`config.mk`:
```
export PLATFORM = sky130hd
export DESIGN_NAME = adder_vector_gen
export DESIGN_NICKNAME = d
export VERILOG_FILES = /design/src/rtl/adder_tb_pkg.sv /design/src/rtl/adder_gap_timer.sv /design/src/rtl/adder_vector_gen.sv
export SDC_FILE = /design/constraint.sdc
export NUM_CORES = 1
export LEC_CHECK = 0
export ABC_AREA = 1
export CAP_MARGIN = 20
export CORE_ASPECT_RATIO = 0.8
export CORE_UTILIZATION = 50
export CTS_BUF_LIST = sky130_fd_sc_hd__clkbuf_8
export DETAILED_ROUTE_END_ITERATION = 10
export DONT_BUFFER_PORTS = 1
export MAX_ROUTING_LAYER = met4
export PLACE_DENSITY = 0.68
export REMOVE_ABC_BUFFERS = 1
export SLEW_MARGIN = 15
export SYNTH_ARGS = -nofsm -noshare
export SYNTH_HDL_FRONTEND = slang
export SYNTH_HIERARCHICAL = 1
export SYNTH_SLANG_ARGS = --single-unit
```
`constraint.sdc`:
```
create_clock -name clk -period 1.8 [get_ports clk]
set_input_delay 0.54 -clock clk [delete_from_list [all_inputs] [get_ports clk]]
set_output_delay 0.54 -clock clk [all_outputs]
set_load 0.01 [all_outputs]
```
`src/rtl/adder_tb_pkg.sv`:
```
// Shared types and sizing helpers for the exhaustive adder stimulus generator.
// Index layout is {cin, b, a}; TOTAL is the number of distinct vectors.
package adder_tb_pkg;

  typedef enum logic [1:0] {
    ST_IDLE  = 2'd0,
    ST_OFFER = 2'd1,
    ST_GAP   = 2'd2,
    ST_DONE  = 2'd3
  } gen_state_t;

  localparam int unsigned DEFAULT_WIDTH = 32'd4;

  function automatic int unsigned idx_width(input int unsigned width);
    return 32'd2 * width + 32'd1;
  endfunction

  function automatic int unsigned total_vectors(input int unsigned width);
    return 32'd1 << idx_width(width);
  endfunction

endpackage

```
`src/rtl/adder_gap_timer.sv`:
```
// Loadable down-counter that paces idle cycles between accepted vectors.
// With GAP=0 no counter exists and expired is permanently asserted.
module adder_gap_timer #(
  parameter int unsigned GAP = 32'd0
) (
  input  logic clk,
  input  logic rst_n,
  input  logic load,
  output logic expired
);

  if (GAP == 32'd0) begin : g_none
    logic [2:0] unused_s;
    assign unused_s = {load, rst_n, clk};
    assign expired  = 1'b1;
  end else begin : g_timer
    localparam int unsigned CW = $clog2(GAP + 32'd1);
    logic [CW-1:0] cnt_r;

    // load takes GAP-1 so that exactly GAP idle cycles elapse before expiry
    always_ff @(posedge clk) begin
      if (!rst_n) begin
        cnt_r <= {CW{1'b0}};
      end else if (load) begin
        cnt_r <= CW'(GAP - 32'd1);
      end else if (cnt_r != {CW{1'b0}}) begin
        cnt_r <= cnt_r - {{(CW-1){1'b0}}, 1'b1};
      end else begin
        cnt_r <= cnt_r;
      end
    end

    assign expired = (cnt_r == {CW{1'b0}});
  end

endmodule

```
`src/rtl/adder_vector_gen.sv`:
```
// Exhaustive {cin, b, a} stimulus generator for the adder, offered one vector
// at a time over valid/ready with an optional idle gap after each accept.
module adder_vector_gen
  import adder_tb_pkg::*;
#(
  parameter int unsigned WIDTH = DEFAULT_WIDTH,
  parameter int unsigned GAP   = 32'd0
) (
  input  logic                 clk,
  input  logic                 rst_n,
  input  logic                 start,
  input  logic                 abort,
  input  logic                 vec_ready,
  output logic [WIDTH-1:0]     a,
  output logic [WIDTH-1:0]     b,
  output logic                 cin,
  output logic                 vec_valid,
  output logic                 vec_last,
  output logic                 busy,
  output logic                 done,
  output logic [2*WIDTH+1:0]   vec_count
);

  localparam int unsigned IW = idx_width(WIDTH);
  localparam int unsigned CW = IW + 32'd1;
  localparam logic [CW-1:0] TOTAL    = CW'(total_vectors(WIDTH));
  localparam logic [IW-1:0] LAST_IDX = IW'(TOTAL - {{(CW-1){1'b0}}, 1'b1});

  gen_state_t    state_r, state_s;
  logic [IW-1:0] idx_r, idx_s;
  logic [CW-1:0] count_r, count_s;
  logic          valid_r, valid_s;
  logic          last_r, last_s;
  logic          busy_r, busy_s;
  logic          done_r, done_s;
  logic          load_s;
  logic          expired_s;

  adder_gap_timer #(.GAP(GAP)) u_gap_timer (
    .clk     (clk),
    .rst_n   (rst_n),
    .load    (load_s),
    .expired (expired_s)
  );

  // Next-state, index and counter; flag outputs are derived from the next state
  always_comb begin
    state_s = state_r;
    idx_s   = idx_r;
    count_s = count_r;
    load_s  = 1'b0;
    if (abort) begin
      state_s = ST_IDLE;
      idx_s   = {IW{1'b0}};
    end else begin
      case (state_r)
        ST_IDLE, ST_DONE: begin
          if (start) begin
            state_s = ST_OFFER;
            idx_s   = {IW{1'b0}};
            count_s = {CW{1'b0}};
          end else begin
            state_s = state_r;
          end
        end
        ST_OFFER: begin
          if (vec_ready) begin
            count_s = count_r + {{(CW-1){1'b0}}, 1'b1};
            if (idx_r == LAST_IDX) begin
              state_s = ST_DONE;
            end else begin
              idx_s = idx_r + {{(IW-1){1'b0}}, 1'b1};
              if (GAP == 32'd0) begin
                state_s = ST_OFFER;
              end else begin
                state_s = ST_GAP;
                load_s  = 1'b1;
              end
            end
          end else begin
            state_s = ST_OFFER;
          end
        end
        ST_GAP: begin
          if (expired_s) begin
            state_s = ST_OFFER;
          end else begin
            state_s = ST_GAP;
          end
        end
        default: begin
          state_s = ST_IDLE;
          idx_s   = {IW{1'b0}};
        end
      endcase
    end
    valid_s = (state_s == ST_OFFER);
    busy_s  = (state_s == ST_OFFER) || (state_s == ST_GAP);
    done_s  = (state_s == ST_DONE);
    last_s  = valid_s && (idx_s == LAST_IDX);
  end

  // State and registered outputs
  always_ff @(posedge clk) begin
    if (!rst_n) begin
      state_r <= ST_IDLE;
      idx_r   <= {IW{1'b0}};
      count_r <= {CW{1'b0}};
      valid_r <= 1'b0;
      last_r  <= 1'b0;
      busy_r  <= 1'b0;
      done_r  <= 1'b0;
    end else begin
      state_r <= state_s;
      idx_r   <= idx_s;
      count_r <= count_s;
      valid_r <= valid_s;
      last_r  <= last_s;
      busy_r  <= busy_s;
      done_r  <= done_s;
    end
  end

  assign a         = idx_r[WIDTH-1:0];
  assign b         = idx_r[2*WIDTH-1:WIDTH];
  assign cin       = idx_r[IW-1];
  assign vec_valid = valid_r;
  assign vec_last  = last_r;
  assign busy      = busy_r;
  assign done      = done_r;
  assign vec_count = count_r;

endmodule

```
# Yosys cells after proc, flatten, opt, wreduce, memory -nomap -nowiden
# Index checks and enable logic that the tools add are counted.
# W data, S select, Z words.
# op_classes
muxes	13
n_reduce_logical	6
eq_ne	10
n_bitwise	1
addsub	2
# op_table
op	n
$mux W9	4
$mux W10	2
$pmux W10 S2	1
$eq A9 B9 Y1 const B	2
$pmux W9 S2	1
$add A10 B1 Y10 const B	1
$add A9 B1 Y9 const B	1
$eq A2 B2 Y1 const B	4
$mux W2	4
$pmux W2 S3	1
$eq A2 B1 Y1 const B	2
$ne A2 B2 Y1 const B	2
$reduce_and A4 Y1	1
$logic_not A2 Y1	1
$reduce_bool A2 Y1	1
$reduce_or A2 Y1	1
$logic_and A1 B1 Y1	1
$logic_or A1 B1 Y1	1
$not A1 Y1	1
# totals
output_inout_bits	23
regBits	25
elab_cells	39
input_bits	5

# Longest topological paths before layout
# depth
word_depth	7
depth_mapped	15

# By module
# The synthesis kept the hierarchy.
# modules_own_cells
mod	area_each_um2	cells_each	instances
adder_vector_gen	1574.0	220	1
adder_gap_timer	11.3	2	1

# Worst setup path after synthesis
# OpenSTA, ideal clock, no wires.
# synth_timing
kind	reg2reg
from	register idx_r[0]
to	register last_r, in the netlist vec_last
stages_incl_launch_ff	16
synth_period_minus_slack_ns	1.997
n_path_buf	0
slack_ns	-0.197
setup_ns	0.114
arrival_ns	1.883
cell_sequence	dfxtp_1 -> ha_1 -> nand3_2 -> nor2_4 -> nand3_1 -> o22ai_1 -> a22oi_1 -> nor2_1 -> inv_1 -> ha_1 -> inv_1 -> nor2_1 -> nand3_1 -> nor2_1 -> nand3_1 -> nor3_2
# synth_via
elab_chain_cells	7
word_cells_on_any_way	14
# synth_rtl
element	line	rtl
start, declared	adder_vector_gen.sv:30	logic [IW-1:0] idx_r, idx_s;
start signal, assigned	adder_vector_gen.sv:107	idx_r <= {IW{1'b0}};
start signal, assigned	adder_vector_gen.sv:115	idx_r <= idx_s;
$eq A9 B9 Y1	adder_vector_gen.sv:69	if (idx_r == LAST_IDX) begin
$mux W2	adder_vector_gen.sv:69	
$mux W2	adder_vector_gen.sv:67	if (vec_ready) begin
$pmux W2 S3	adder_vector_gen.sv:56	case (state_r)
$mux W2	adder_vector_gen.sv:52	if (abort) begin
net state_s[1]	adder_vector_gen.sv:29	gen_state_t state_r, state_s;
$eq A2 B1 Y1	adder_vector_gen.sv:97	valid_s = (state_s == ST_OFFER);
net valid_s	adder_vector_gen.sv:32	logic valid_r, valid_s;
$logic_and A1 B1 Y1	adder_vector_gen.sv:100	last_s = valid_s && (idx_s == LAST_IDX);
end signal, assigned	adder_vector_gen.sv:118	last_r <= last_s;
end, declared	adder_vector_gen.sv:33	logic last_r, last_s;
# The timed path passes the listed nets, and every way through them passes these cells.
# A chain may end at the register's enable or synchronous reset.

# Worst setup path after layout
# Ends and elaborated chain as after synthesis.

==> flow_metrics.env <==
export IMPL_status="complete, but fails checks"
export IMPL_violations="setup timing"
export IMPL_syn_cell_area_sq_um=1580
export IMPL_powerDensity_nw_per_um2=499
export IMPL_setup_violations=1
export IMPL_cts_tree="done"
export IMPL_hold_class="input port to register"
export IMPL_crit_slowest_cell="dfxtp_2"
export IMPL_ctsHtreeMaxLevel=1
export IMPL_rows=17
export IMPL_grt_pass1_wl_microns=6440
export IMPL_syn_area_per_cell_sq_um=7.16
export IMPL_r2r_setup_slack_ns=-0.09
export IMPL_clock_path_buffers=2
export IMPL_start_util_pct=55.1
export IMPL_ant_nets=0
export IMPL_peakVddDrop_mv=0.397
export IMPL_wl_per_cell_microns=13.5
export IMPL_ys_warn_count=6
export IMPL_worst_path_largest_cell_delay_ns=0.35
export IMPL_coreArea_sq_um=2870
export IMPL_crit_type="register to register"
export IMPL_cp_depth=15
export IMPL_drc_errors=0
export IMPL_drt_wl_total_microns=4020
export IMPL_drv_slew=0
export IMPL_area_growth_pct=31.1
export IMPL_worst_setup_path_end_kind="register"
export IMPL_drt_iter0_markers=77
export IMPL_p_sw_uw=264
export IMPL_antenna_found_initial=0
export IMPL_required_ns=2.01
export IMPL_n_antenna_cell=0
export IMPL_fillers=222
export IMPL_power_frac_seq_pct=54.9
export IMPL_fin_cells=298
export IMPL_root_buffer="clkbuf_8"
export IMPL_whs_ns=0.329
export IMPL_path_cells="ha_4 > nand3_4 > nor2_4 > nand3_2 > o22ai_2 > a22oi_2 > nor2_2 > inv_1 > ha_2 > inv_2 > nor2_1 > nand3_1 > nor2_1 > nand3_1 > nor3_2"
export IMPL_skew_ns=0.00714
export IMPL_vias=1573
export IMPL_crit_buf_inv=2
export IMPL_clock_sinks=25
export IMPL_firstDrtPassIters=4
export IMPL_dp_cells=287
export IMPL_grt_pass1_vias=1555
export IMPL_overflow=0
export IMPL_cts_clk_slew_worst_paths_ns=0.09
export IMPL_crit_fanout=2
export IMPL_switching_share_pct=25.5
export IMPL_r2r_start="idx_r[0]$_SDFF_PN0_"
export IMPL_die_h_microns=52.3
export IMPL_crit_arrival_ns=2.10
export IMPL_hold_viol_final=0
export IMPL_cp_start_kind="register"
export IMPL_p_comb_share_pct=12.4
export IMPL_power_frac_clock_pct=32.7
export IMPL_rr_worst_depth=15
export IMPL_viasPerCell=5.28
export IMPL_cts_hold_buf=0
export IMPL_io_buffers=0
export IMPL_cts_made_buffers=3
export IMPL_die_x_microns=64.9
export IMPL_period_share_pct=105
export IMPL_critPathLaunch="idx_r[0]$_SDFF_PN0_"
export IMPL_dp_hpwl_microns=2990
export IMPL_syn_inst=221
export IMPL_grt_max_degree=15
export IMPL_period_minus_slack_ns=1.89
export IMPL_rr_endpoint="vec_last$_SDFF_PN0_"
export IMPL_insertion_delay_ns=0.27
export IMPL_p_leak_nw=0.914
export IMPL_max_freq_mhz=530
export IMPL_fin_util_pct=72.2
export IMPL_rsz0062_at_grt="true"
export IMPL_power_internal_uw=770
export IMPL_critPathCapture="vec_last$_SDFF_PN0_"
export IMPL_crit_family="simple AND/OR/NAND/NOR gates"
export IMPL_track_usage_pct=26.0
export IMPL_dieArea_sq_um=3390
export IMPL_worst_slack_ns=-0.0865
export IMPL_gp_congestion=0.900
export IMPL_io_pins=28
export IMPL_maxCapViolations=0
export IMPL_finalNetCount=273
export IMPL_drive_gt1_share_pct=37.7
cell usage in the layout (no fill, tap or decap), drive strengths merged, types with 5 or more instances in the layout:
| master | n |
|---|---|
| nor2 | 27 |
| o21ai | 5 |
| dfxtp | 25 |
| nand2 | 51 |
| a21oi | 17 |
| ha | 7 |
| nor3 | 8 |
| buf | 39 |
| nand3 | 23 |
| inv | 33 |
worst min-delay path by stage:
stage                                   start                         to  cells past startpoint
detailed placement  vec_count[9]$_SDFFE_PN0P_  vec_count[9]$_SDFFE_PN0P_                      2
global route                            abort      state_r[0]$_SDFF_PN0_                      1
finish                                  abort      state_r[0]$_SDFF_PN0_                      1
global placement    vec_count[9]$_SDFFE_PN0P_  vec_count[9]$_SDFFE_PN0P_                      2
floorplan           vec_count[9]$_SDFFE_PN0P_  vec_count[9]$_SDFFE_PN0P_                      2
CTS                                     abort      state_r[0]$_SDFF_PN0_                      1
through the flow:
| step | setup WS [ns] | area, sq um | TNS (ns) | power [mW] |
|---|---|---|---|---|
| after CTS | -0.0382 | 2020 | -0.0382 | 1.03 |
| after floorplan | -0.197 | 1550 | -0.219 | 0.646 |
| after global placement | -0.0313 | 1840 | -0.0313 | 0.687 |
| after global routing | -0.198 | 2070 | -0.322 | 1.08 |
| after detailed placement | -0.160 | 1840 | -0.476 | 0.690 |
| final | -0.0865 | 2070 | -0.0865 | 1.03 |
per-layer routing:
layer / global-route usage (%) / share of wire, % / up-vias
met5: - / 0 / -
li1: - / - / 788
met1: 29.8 / 43 / 718
met4: 9.26 / 1.9 / 0
met3: 6.09 / 6.3 / 10
met2: 44.8 / 49 / 57
power by group through the flow:
| stage | logic [mW] | clock network, mW | registers [mW] |
|---|---|---|---|
| floorplan | 0.0649 | 0 | 0.581 |
| global placement | 0.107 | 0 | 0.580 |
| detailed placement | 0.110 | 0 | 0.581 |
| CTS | 0.123 | 0.341 | 0.568 |
| global route | 0.138 | 0.371 | 0.570 |
| finish | 0.128 | 0.338 | 0.568 |
state kept, by name (all words and copies together), names as in the netlist:
name	cells
busy	1
done	1
idx_r	9
state_r	2
vec_count	10
vec_last	1
vec_valid	1
repair_timing:
| action | in CTS | in global routing |
|---|---|---|
| setup endpoints to repair | 8 | 10 |
| gates cloned | 0 | 0 |
| pin swaps | 16 | 9 |
| resized for setup | 25 | 9 |
| setup buffers | 6 | 4 |
final cells by class:
class | count | area, sq um | area share [%]
Multi-Input combinational cell | 158 | 1040 | 50.2
Timing Repair Buffer | 39 | 304 | 14.7
Clock inverter | 1 | 5.00 | 0.241
Tap cell | 38 | 47.5 | 2.29
Clock buffer | 3 | 41.3 | 1.99
Inverter | 34 | 129 | 6.22
Sequential cell | 25 | 505 | 24.4
Power figures use the tool's default switching activity.
==> variant: new RTL, same settings <==
Re-encode `gen_state_t` (4 states) as one-hot, 4 bits wide.
--- a/src/rtl/adder_tb_pkg.sv
+++ b/src/rtl/adder_tb_pkg.sv
@@ -3,9 +3,9 @@
 package adder_tb_pkg;
 
-  typedef enum logic [1:0] {
-    ST_IDLE  = 2'd0,
-    ST_OFFER = 2'd1,
-    ST_GAP   = 2'd2,
-    ST_DONE  = 2'd3
+  typedef enum logic [3:0] {
+    ST_IDLE  = 4'b0001,
+    ST_OFFER = 4'b0010,
+    ST_GAP   = 4'b0100,
+    ST_DONE  = 4'b1000
   } gen_state_t;
 
Formal check against the unedited RTL: same outputs for any inputs over 10 cycles, from zero or initial values and one cycle with rst_n low; not proved beyond that.
==> variant against the unedited design <==
  * Maximum frequency up 14%
  * Routed wire length down 9.5%
  * Synthesized area down 1.1%
  * Worst setup slack better by 240 ps
  * Sequential cell count up 2
  * Final area down 18%
  * Total power up 2.8%
  * Highest routed layer unchanged
==> variant: results (changes against the unedited design) <==
switching share of power 25.8% (+0.25 points); Reg2Reg Depth 11 (-4); Clock Skew 4.39 ps (-2.75 ps); DR vias/cell 5.49 (+4.1%); Non-clk invs 25 (-26%); final-layout clock-cell area share 2.72% (+0.49 points); first-pass GRT wire length 6170 um (-4.3%); Yosys Warn Count 6 (unchanged); dpl cells 263 (-8.4%); Critical R2R Launch idx_r[1]; Signal buffers 6 (-85%); Signal buf overhead 2.65% (-12 points); CP max-delay cell dfxtp_1; Reg area 547 sq um (+8.2%); critical path type flip-flop to flip-flop; Avg Cell Area, Syn 6.98 sq um (-2.4%); clock sinks 27 (+8.0%); Iter 0 DRT Violations 84 (+9.1%); # setup viols final 0 (-1); number of global-route vias before repair 1,392 (-10%); Multi-input gate area 916 sq um (-12%); Arr. time, crit path 1870 ps (-230 ps); flop2flop setup slack 150 ps (+240 ps); Comb power frac 9.5% (-2.9 points); final net count 237 (-13%); leak pwr 0.675 nW (-26%); worst hold slack 334 ps (+4.47 ps); Worst Hold End done; Post-DP HPWL 2750 um (-8.2%); share of layout cells above drive strength 1 18.3% (-19 points); routability congestion estimate 0.914 (+1.5%); largest net degree at the start of global routing 16 (+1); number of diodes 0 (unchanged); total CTS buffers 3 (unchanged); Final Non-Filler Cells 267 (-10%); CP Max Fanout 4 (+2); Clk. pwr 0.000348 W (+3%); Tot GR Track Use 24.9% (-1.1 points); Peak VDD IR 426 uV (+7.3%); #MultiIn Comb 167 (+5.7%); drt wl/cell 13.6 um (+0.99%); status complete, no violations; fillcell total 289 (+30%)
[variant: what timing repair did]
action | in CTS | in global routing
endpoints found under the hold margin | 0 | 0
endpoints found under the setup margin | 0 | 6
setup buffers | 0 | 0
gates resized for setup | 0 | 13
[variant: metal layers]
layer / wire, um / GRT usage [%] / vias up
met5: 0 / - / -
met4: 19 / 7.04 / 0
met3: 222 / 7.46 / 3
met2: 1610 / 38.4 / 46
met1: 1790 / 31.8 / 673
li1: - / - / 745
[variant: stage by stage]
stage / power, W / util (%) / TNS [ps] / worst slack (ps) / instance area, sq um
final: 0.00106 / 59.2 / 0 / 152 / 1700
after floorplan: 0.000699 / - / 0 / 256 / 1520
after CTS: 0.00107 / 57.9 / 0 / 89.8 / 1660
after global routing: 0.00111 / 59.2 / -0.282 / -0.282 / 1700
after detailed placement: 0.000724 / 56.3 / 0 / 117 / 1620
after global placement: 0.000720 / 56.3 / 0 / 180 / 1620
